$ cat config.mk
export PLATFORM = sky130hd
export DESIGN_NAME = ir_queue
export DESIGN_NICKNAME = d
export VERILOG_FILES = /design/src/rtl/ir_queue.sv
export SDC_FILE = /design/constraint.sdc
export NUM_CORES = 1
export LEC_CHECK = 0
export ABC_AREA = 1
export BUFFER_PORTS_ARGS = -buffer_cell sky130_fd_sc_hd__buf_4
export CAP_MARGIN = 10
export CORE_ASPECT_RATIO = 0.8
export CORE_MARGIN = 2
export CORE_UTILIZATION = 33
export DETAILED_ROUTE_END_ITERATION = 10
export PLACE_DENSITY = 0.6
export RECOVER_POWER = 50
export SLEW_MARGIN = 20
export SYNTH_ARGS = -nofsm -noshare
export SYNTH_HDL_FRONTEND = slang
export SYNTH_SLANG_ARGS = --single-unit
export TNS_END_PERCENT = 5
$ cat constraint.sdc
create_clock -name clk -period 2.26 [get_ports clk]
set_input_delay 0.226 -clock clk [delete_from_list [all_inputs] [get_ports clk]]
set_output_delay 0.226 -clock clk [all_outputs]
set_load 0.01 [all_outputs]
$ cat src/rtl/ir_queue.sv
// Instruction queue between fetch and decode: a DEPTH-entry ring buffer with
// valid/ready handshakes on both sides, flush on redirect and a sticky overflow flag.
module ir_queue #(
    parameter int DWIDTH = 16,
    parameter int DEPTH  = 4,
    parameter int OPW    = 4
) (
    input  logic                     clk,
    input  logic                     rst,
    input  logic                     flush,
    input  logic                     ins_valid,
    input  logic [DWIDTH-1:0]        ins,
    output logic                     ins_ready,
    output logic                     ir_valid,
    input  logic                     ir_ready,
    output logic [DWIDTH-1:0]        ir_out,
    output logic [OPW-1:0]           ir_op,
    output logic [$clog2(DEPTH):0]   count,
    output logic                     ovf
);

    localparam int PW = $clog2(DEPTH);
    localparam int CW = PW + 1;
    localparam logic [CW-1:0] FULL = CW'(DEPTH);

    if (DEPTH < 2 || (DEPTH & (DEPTH - 1)) != 0) begin : g_bad_depth
        $error("ir_queue: DEPTH must be a power of two and at least 2");
    end
    if (OPW < 1 || OPW > DWIDTH) begin : g_bad_opw
        $error("ir_queue: OPW must lie in 1..DWIDTH");
    end

    logic [DWIDTH-1:0] mem [DEPTH];
    logic [PW-1:0]     rd_ptr;
    logic [PW-1:0]     wr_ptr;
    logic [CW-1:0]     cnt;
    logic              ovf_q;
    logic              push;
    logic              pop;

    // Handshake readiness comes only from registered occupancy, so there is
    // no combinational path from ir_ready back to ins_ready.
    assign ins_ready = (cnt != FULL);
    assign ir_valid  = (cnt != '0);
    assign push      = ins_valid && ins_ready && !flush;
    assign pop       = ir_valid && ir_ready && !flush;

    // NOTE: all sequential state uses non-blocking assignments so every
    // register samples the pre-edge values of the others.
    always_ff @(posedge clk) begin
        if (rst || flush) begin
            rd_ptr <= '0;
            wr_ptr <= '0;
            cnt    <= '0;
        end else begin
            if (push) wr_ptr <= wr_ptr + PW'(1);
            if (pop)  rd_ptr <= rd_ptr + PW'(1);
            case ({push, pop})
                2'b10:   cnt <= cnt + CW'(1);
                2'b01:   cnt <= cnt - CW'(1);
                default: cnt <= cnt;
            endcase
        end
    end

    // Sticky: flush leaves it alone, only rst clears it.
    always_ff @(posedge clk) begin
        if (rst) begin
            ovf_q <= 1'b0;
        end else if (ins_valid && !ins_ready && !flush) begin
            ovf_q <= 1'b1;
        end
    end

    // NOTE: the storage array is deliberately not reset; occupancy gates every
    // read, so stale words are never observable and the array maps to plain RAM.
    always_ff @(posedge clk) begin
        if (push && !rst) begin
            mem[wr_ptr] <= ins;
        end
    end

    assign ir_out = ir_valid ? mem[rd_ptr] : '0;
    assign ir_op  = ir_out[DWIDTH-1 -: OPW];
    assign count  = cnt;
    assign ovf    = ovf_q;

endmodule

==> results.cfg, run 1 <==
[status]
status = finished, violations left
violations = design-rule violations

[placement]
hpwl_um = 3800
placed_cells = 439
port_buffers = 46
pre_cts_ws_ns = 0.202
place_area_sq_um = 3580
place_congestion = 0.759

[floorplanning]
die_h_um = 91.3
ios = 47
fp.dieArea_sq_um = 10300
core_sq_um = 9150
row_count = 31
die_x_um = 113
start_util_pct = 34.4

[route]
firstDrtPassIters = 8
top_layer_used = met4
route.detailed.drc = 2
drt-vias-per-instance = 4.44
num_vias = 2018
wl_met2_um = 2810
wirelength_met1_um = 2890
wl_um = 6060
wl_met3_um = 202
final_antenna_net_count = 0
drt-wirelength-per-cell_um = 13.3
drt-initial-drc-count = 91

[flow_run]
drv_cap = 0

[global_routing]
grtUsageTotal_pct = 12.7
antenna_found_initial = 0
grt_pass1_vias = 1894
grt_pass1_wl_um = 9810
overflow = 0
grt_max_degree = 33

[cts]
cts_made_buffers = 9
cts-hold-fix-buffers = 0
clk_path_buf_depth = 2
clk_latency_ns = 0.33
post_cts_buffers = 0
clk_pin_slew_ns = 0.05
htree_levels = 3
root_buffer = clkbuf_16
cts_sinks = 74
cts_tree = done
ctsResizeCount = 0

[finish]
antenna_cells = 0
finish.utilization_pct = 41.3
multi_input_area_sq_um = 820
instances_no_fill = 455
final_nets = 362
fillers = 875
stdcell_area_sq_um = 3780
seq_area_sq_um = 2120
layout-drive-gt1-share_pct = 16.2
area_delta_synth_final_pct = 20.0

[setup_path]
crit_type = reg -> reg
endpoint_kind = flip-flop
cp-startpoint = count[2]
cp.required_ns = 2.49
cp.arrival_ns = 2.22
setup.worst_path.end = count[2]
start_kind = flip-flop
timing.rr.start = count[2]
r2r_slack_ns = 0.26
path_max_fanout = 17
r2r-end = count[2]
reg2reg_depth = 13

[timing]
fmax_mhz = 501
finalCritPeriodShare_pct = 88.4
fin_crit_ns = 2.00
setup_viol = 0
hold_ws_ns = 0.0724
worstMarginPinSlew_ns = 0.475
fin_tns_setup_ns = 0
rsz0062_at_grt = no
skew_ns = 0.00330
slew_viol_final = 0
slew_headroom_pct = 68.3
setup_slack_ns = 0.262
hold_viol = 0

[synth]
synth-async-reset-ratio_pct = 0
netlist_area_sq_um = 3150
syn_nets = 313
ys_seq_elements = 74
yosys_warnings = 0
synthTopCellsByArea = edfxtp_1 (61%), nand2_1 (9.1%), dfxtp_1 (6.4%)
synth.most_common_cell = nand2_1
synthFlopType = edfxtp_1
ys_types = 24
synth-seq-area-share_pct = 67.4
synth_edf_count = 64
synth_cells = 286
synth_commonest_cells = nand2_1 (76), edfxtp_1 (64), nor2_1 (40), a21oi_1 (21), inv_1 (18)
synth_top_area_share_pct = 61.1
avgSynthCellArea_sq_um = 11.0
yosys.area.top_type = edfxtp_1

[pwr]
p_leak_nw = 1.45
fin_total_pwr_mw = 3.04
power.density_nw_per_um2 = 804
irDropWorstVdd_v = 0.000399

[worst_hold_path]
hp-class = in -> reg
-- logic make-up after synthesis --
kind of cell,count (synthesis),share of synthesized area [%]
AOI/OAI and AO/OA,39,6.24
adders and majority gates,6,2.62
buffers and inverters,35,5.96
DFF,74,67.4
and+or+nand+nor,132,17.7
-- layout by cell type (no fill, tap or decap), drive strengths merged, types with 2 or more instances in the layout --
cell type / n
nand3: 4
nor2: 46
clkinvlp: 2
inv: 20
dfxtp: 10
ha: 5
nand2: 79
a21oi: 21
clkinv: 3
edfxtp: 64
buf: 31
clkbuf: 32
o21ai: 17
-- power breakdown --
part           internal (mW)  total, mW  switching, mW  leakage [nW]
combinational         0.0520      0.141         0.0893         0.656
clock                  0.856       1.39          0.536         0.137
sequential              1.50       1.50        0.00557         0.659
-- layer usage --
layer	track usage (%)	vias to the layer above
met5	0	-
met4	7.93	0
li1	-	1045
met1	16.7	930
met3	2.60	10
met2	19.2	33
-- critical path, stage by stage, from the launching register on --
cell and delay [ns]:
dfxtp_1 0.37, inv_1 0.10, nand2_4 0.11, inv_4 0.10
nor3_1 0.20, ha_1 0.22, inv_1 0.07, fa_1 0.39
inv_1 0.07, nand2_1 0.05, nand3_1 0.08, nand2_1 0.06
nand2_1 0.05, nor2_1 0.04
-- worst min-delay path by stage --
stage	startpoint	to	slack, ns	cells after the start
2_1_floorplan	rst	ovf	0.30	1
3_3_place_gp	rst	ovf	0.42	2
3_5_place_dp	rst	ovf	0.42	2
4_1_cts	rst	ovf	0.07	2
5_1_grt	rst	ovf	0.08	2
6_report	rst	ovf	0.07	2
-- flip-flops by register name (all words and copies together), names as in the netlist, named ones only --
name    cells
ovf         1
rd_ptr      2
count       3
mem        64
wr_ptr      2
-- area by class of cell --
type	instances	area share, %
clock inverters	6	1.76
well taps	115	3.81
clock buffers	10	6.06
repair buffers	53	8.38
flip-flops and latches	74	56.2
multi-input cells	177	21.7
inverters	20	2.09
(Power assumes the default switching activity.)
==> run 2, diff against run 1 <==
BUFFER_PORTS_ARGS = not set   (was -buffer_cell sky130_fd_sc_hd__buf_4)
CORE_ASPECT_RATIO = 2   (was 0.8)
DONT_BUFFER_PORTS = 1   (was not set)
PLACE_DENSITY = 0.56   (was 0.6)
==> results.cfg, run 2 (synthesis gave the netlist of run 1 again) <==
[finish]
fillers = 876
area_delta_synth_final_pct = 18.1
final_nets = 337
finish.utilization_pct = 39.9
seq_area_sq_um = 2120
layout-drive-gt1-share_pct = 11.1
top_register = mem
multi_input_area_sq_um = 825
final_cell_mix = nand2_1 (76), edfxtp_1 (64), nor2_1 (42)
antenna_cells = 0
final_common_cell = nand2_1
largest_reg_flops = 64

[setup_path]
endpoint_kind = primary output
start_kind = flip-flop
cp_top_family = buffers and inverters
path_max_fanout = 13
crit_type = reg -> out
r2r_slack_ns = 0.24
path_buf_inv = 2
timing.critical_path.cells = clkinvlp_4 > buf_4 > nor2_1 > o21ai_1 > a21oi_1
timing.rr.start = count[1]
cp.required_ns = 2.03
cp_slowest_stage_delay_ns = 0.42
slowest_stage = dfxtp_1
cp.arrival_ns = 1.82

[floorplanning]
ios = 47
start_util_pct = 33.8
die_x_um = 73.1
row_count = 50
core_sq_um = 9320
fp.dieArea_sq_um = 10400
die_h_um = 142

[route]
num_vias = 1972
drt-wirelength-per-cell_um = 15.0
drt-vias-per-instance = 4.71
route.detailed.drc = 0
drt-initial-drc-count = 57
firstDrtPassIters = 4
wl_um = 6270
final_antenna_net_count = 0

[timing]
hold_viol = 0
worstMarginPinSlew_ns = 0.608
slew_viol_final = 0
slew_headroom_pct = 59.3
skew_ns = 0.00431
setup_viol = 0
rsz0062_at_grt = no
finalCritPeriodShare_pct = 90.5
fin_tns_setup_ns = 0
setup_slack_ns = 0.214
fmax_mhz = 489
fin_crit_ns = 2.05

[global_routing]
grt_max_degree = 33
antenna_found_initial = 0
grt_pass1_wl_um = 9990
grt_pass1_vias = 2079
grtUsageTotal_pct = 13.2
overflow = 0

[pwr]
cell_internal_pwr_mw = 2.50
p_leak_nw = 1.39
p_clk_share_pct = 47.1
switching_power_mw = 0.578
p_seq_share_pct = 48.9
pwr-share-comb_pct = 4.1
irDropWorstVdd_v = 0.000439
swShare_pct = 18.8
power.density_nw_per_um2 = 827

[cts]
cts_made_buffers = 9
clk_latency_ns = 0.33
post_cts_buffers = 0
clk_path_buf_depth = 2
cts_tree = done
cts_sinks = 74
clk_pin_slew_ns = 0.05
root_buffer = clkbuf_16
htree_levels = 3

[placement]
port_buffers = 0
pre_cts_ws_ns = 0.260
hpwl_um = 4040
place_congestion = 0.681

[worst_hold_path]
hp-start = flush
hp-class = in -> reg

[flow_run]
drv_cap = 0

[status]
status = finished, final reports clean
run 2: power by group through the flow:
stage / combinational (mW) / sequential [mW] / clock (mW)
after floorplan: 0.0791 / 1.53 / 0
after global placement: 0.0936 / 1.53 / 0
after detailed placement: 0.0946 / 1.53 / 0
after CTS: 0.130 / 1.50 / 1.49
after global routing: 0.141 / 1.50 / 1.55
final: 0.125 / 1.50 / 1.45
run 2: final cells by class:
class                           count  area share, %
Sequential cell                    74           57.1
Multi-Input combinational cell    177           22.2
Timing Repair Buffer               27           6.53
Clock buffer                       10           6.16
Tap cell                          104           3.50
Inverter                           20           2.22
Clock inverter                      6           2.19
Timing Repair inverter              1          0.135
run 2: worst register-to-register path, cell delays in order (launching register included):
cell     delay (ns)
dfxtp_1        0.36
nor2_1         0.38
nand2_4        0.15
nand2_4        0.11
ha_1           0.16
inv_1          0.06
fa_1           0.37
inv_1          0.06
nand2_1        0.04
nand3_1        0.08
nand2_1        0.05
nand2_1        0.05
nor2_1         0.04
run 2: layer usage:
metal,track usage (%),vias up,share of wire [%]
met2,23.4,46,56
met1,12.7,927,36
met5,0,-,0
met4,7.12,0,2.0
met3,4.82,9,5.9
li1,-,990,-
run 2: path summary, 6_finish.rpt:
path	endpoint	depth (start not counted)
setup / recovery	ir_out[1]	5
hold / removal	wr_ptr[1]	3
setup reg to reg	count[2]	12
hold reg to reg	wr_ptr[1]	2
run 2: repair_timing:
action                                  4_1_cts  5_1_grt
gates resized for setup                       0        1
endpoints found under the setup margin        0        4
endpoints found under the hold margin        65        0
hold buffers                                 17        0
run 2: metrics by stage:
step                std cells  hold slack, ns  cell area (sq um)  power [mW]
finish                    419           0.119               3720        3.08
CTS                       418           0.108               3720        3.13
global placement          385           0.300               3240        1.63
global route              419           0.114               3720        3.20
floorplan                 286           0.298               3150        1.61
detailed placement        385           0.304               3240        1.63
==> run 3, diff against run 2 <==
CORE_UTILIZATION = 65   (was 33)
CTS_BUF_LIST = sky130_fd_sc_hd__clkbuf_8   (was not set)
PLACE_DENSITY = 0.9   (was 0.56)
SKIP_CTS_REPAIR_TIMING = 1   (was not set)
==> results.cfg, run 3 (synthesis gave the netlist of run 1 again) <==
[route]
wl_um = 5970
firstDrtPassIters = 5
drt-wirelength-per-cell_um = 16.2
num_vias = 2061
final_antenna_net_count = 0
drt-initial-drc-count = 115
route.detailed.drc = 0
drt-vias-per-instance = 5.60

[global_routing]
overflow = 0
grtUsageTotal_pct = 23.3
grt_pass1_vias = 1894
antenna_found_initial = 0
grt_max_degree = 33
grt_pass1_wl_um = 8480

[floorplanning]
fp.dieArea_sq_um = 5450
ios = 47
core_sq_um = 4640
die_h_um = 102
die_x_um = 53.2
row_count = 35
start_util_pct = 67.8

[timing]
finalCritPeriodShare_pct = 94.0
fmax_mhz = 470
worstMarginPinSlew_ns = 0.520
slew_viol_final = 0
hold_viol = 0
fin_tns_setup_ns = 0
rsz0062_at_grt = no
setup_viol = 0
slew_headroom_pct = 65.5
skew_ns = 0.00933
fin_crit_ns = 2.13
hold_ws_ns = 0.107

[setup_path]
slowest_stage = fa_1
timing.rr.start = count[1]
cp_num_cells = 11
path_max_fanout = 4
endpoint_kind = flip-flop
crit_type = reg -> reg
cp.arrival_ns = 2.40
cp_slowest_stage_delay_ns = 0.40
r2r-end = count[2]
critical_path.most_common_cell = nand2_1
r2r_slack_ns = 0.13
cp_top_family = simple AND/OR/NAND/NOR gates
cp.required_ns = 2.53
path_buf_inv = 1
start_kind = flip-flop
timing.critical_path.cells = nor2_4 > nand2_1 > nand2_1 > ha_1 > inv_1 > fa_1 > nand2_1 > nand3_1 > nand2_1 > nand2_1 > nor2_1
reg2reg_depth = 11

[pwr]
fin_total_pwr_mw = 2.47
irDropWorstVdd_v = 0.000546
p_leak_nw = 1.34
power.density_nw_per_um2 = 705

[flow_run]
drv_cap = 0

[cts]
clk_latency_ns = 0.33
cts_tree = done
clk_pin_slew_ns = 0.07
clk_path_buf_depth = 2
htree_levels = 3
root_buffer = clkbuf_8
cts_sinks = 74
cts_made_buffers = 9

[finish]
top_register = mem
antenna_cells = 0
area_delta_synth_final_pct = 11.3
largest_reg_flops = 64
layout-drive-gt1-share_pct = 10.5
finish.utilization_pct = 75.4
final_nets = 335
final_cell_mix = nand2_1 (78), edfxtp_1 (64), nor2_1 (40)
final_common_cell = nand2_1

[worst_hold_path]
hp-start = flush
holdPathStages = 3
hp-class = in -> reg
hold_end = wr_ptr[0]

[placement]
port_buffers = 0
hpwl_um = 3780
place_congestion = 0.788

[status]
status = finished, final reports clean
[run 3: changes by cell type in the layout (fill, tap and decap cells not counted), sizes merged]
cell / before / now
bufinv: 2 / 0
clkinvlp: 3 / 1
inv: 18 / 23
clkbuf: 11 / 10
clkinv: 4 / 2
[run 3: metal layers]
metal	GRT usage, %	vias to the layer above	part of all wire, %
li1	-	992	-
met3	9.80	8	5.7
met4	10.8	0	0.97
met5	0	-	0
met1	20.7	980	35
met2	42.5	81	58
[run 3: per-stage QoR]
step | instance area (sq um) | setup slack, ns | cells
2_1_floorplan | 3150 | 0.392 | 286
3_3_place_gp | 3170 | 0.245 | 335
3_5_place_dp | 3170 | 0.0916 | 335
4_1_cts | 3340 | 0.0681 | 351
5_1_grt | 3500 | 0.00455 | 368
6_report | 3500 | 0.134 | 368
[run 3: how the worst max path moves through the flow]
| stage | start | to |
|---|---|---|
| 6_report | count[1] | count[2] |
| 3_3_place_gp | count[2] | count[2] |
| 5_1_grt | count[1] | count[2] |
| 3_5_place_dp | count[2] | count[2] |
| 2_1_floorplan | count[2] | count[2] |
| 4_1_cts | count[2] | count[2] |
[run 3: cell type report]
| class | instances | area (sq um) |
|---|---|---|
| sequential | 74 | 2120 |
| multi-input combinational | 177 | 826 |
| tap | 55 | 68.8 |
| inverter | 20 | 80.1 |
| clock buffer | 10 | 138 |
| fill | 268 | 1140 |
| timing repair buffer | 26 | 238 |
| clock inverter | 6 | 27.5 |
[run 3: worst reg2reg max path: cells and delay by family (launching register included)]
kind,cells,cell delay [ns]
AND/OR/NAND/NOR,8,1.00
flip-flops,1,0.39
adder cells (fa/ha/maj),2,0.60
buffers and inverters,1,0.08
[run 3: power by group]
part | internal (mW) | switching [mW]
clock | 0.410 | 0.429
sequential | 1.50 | 0.00740
combinational | 0.0435 | 0.0815
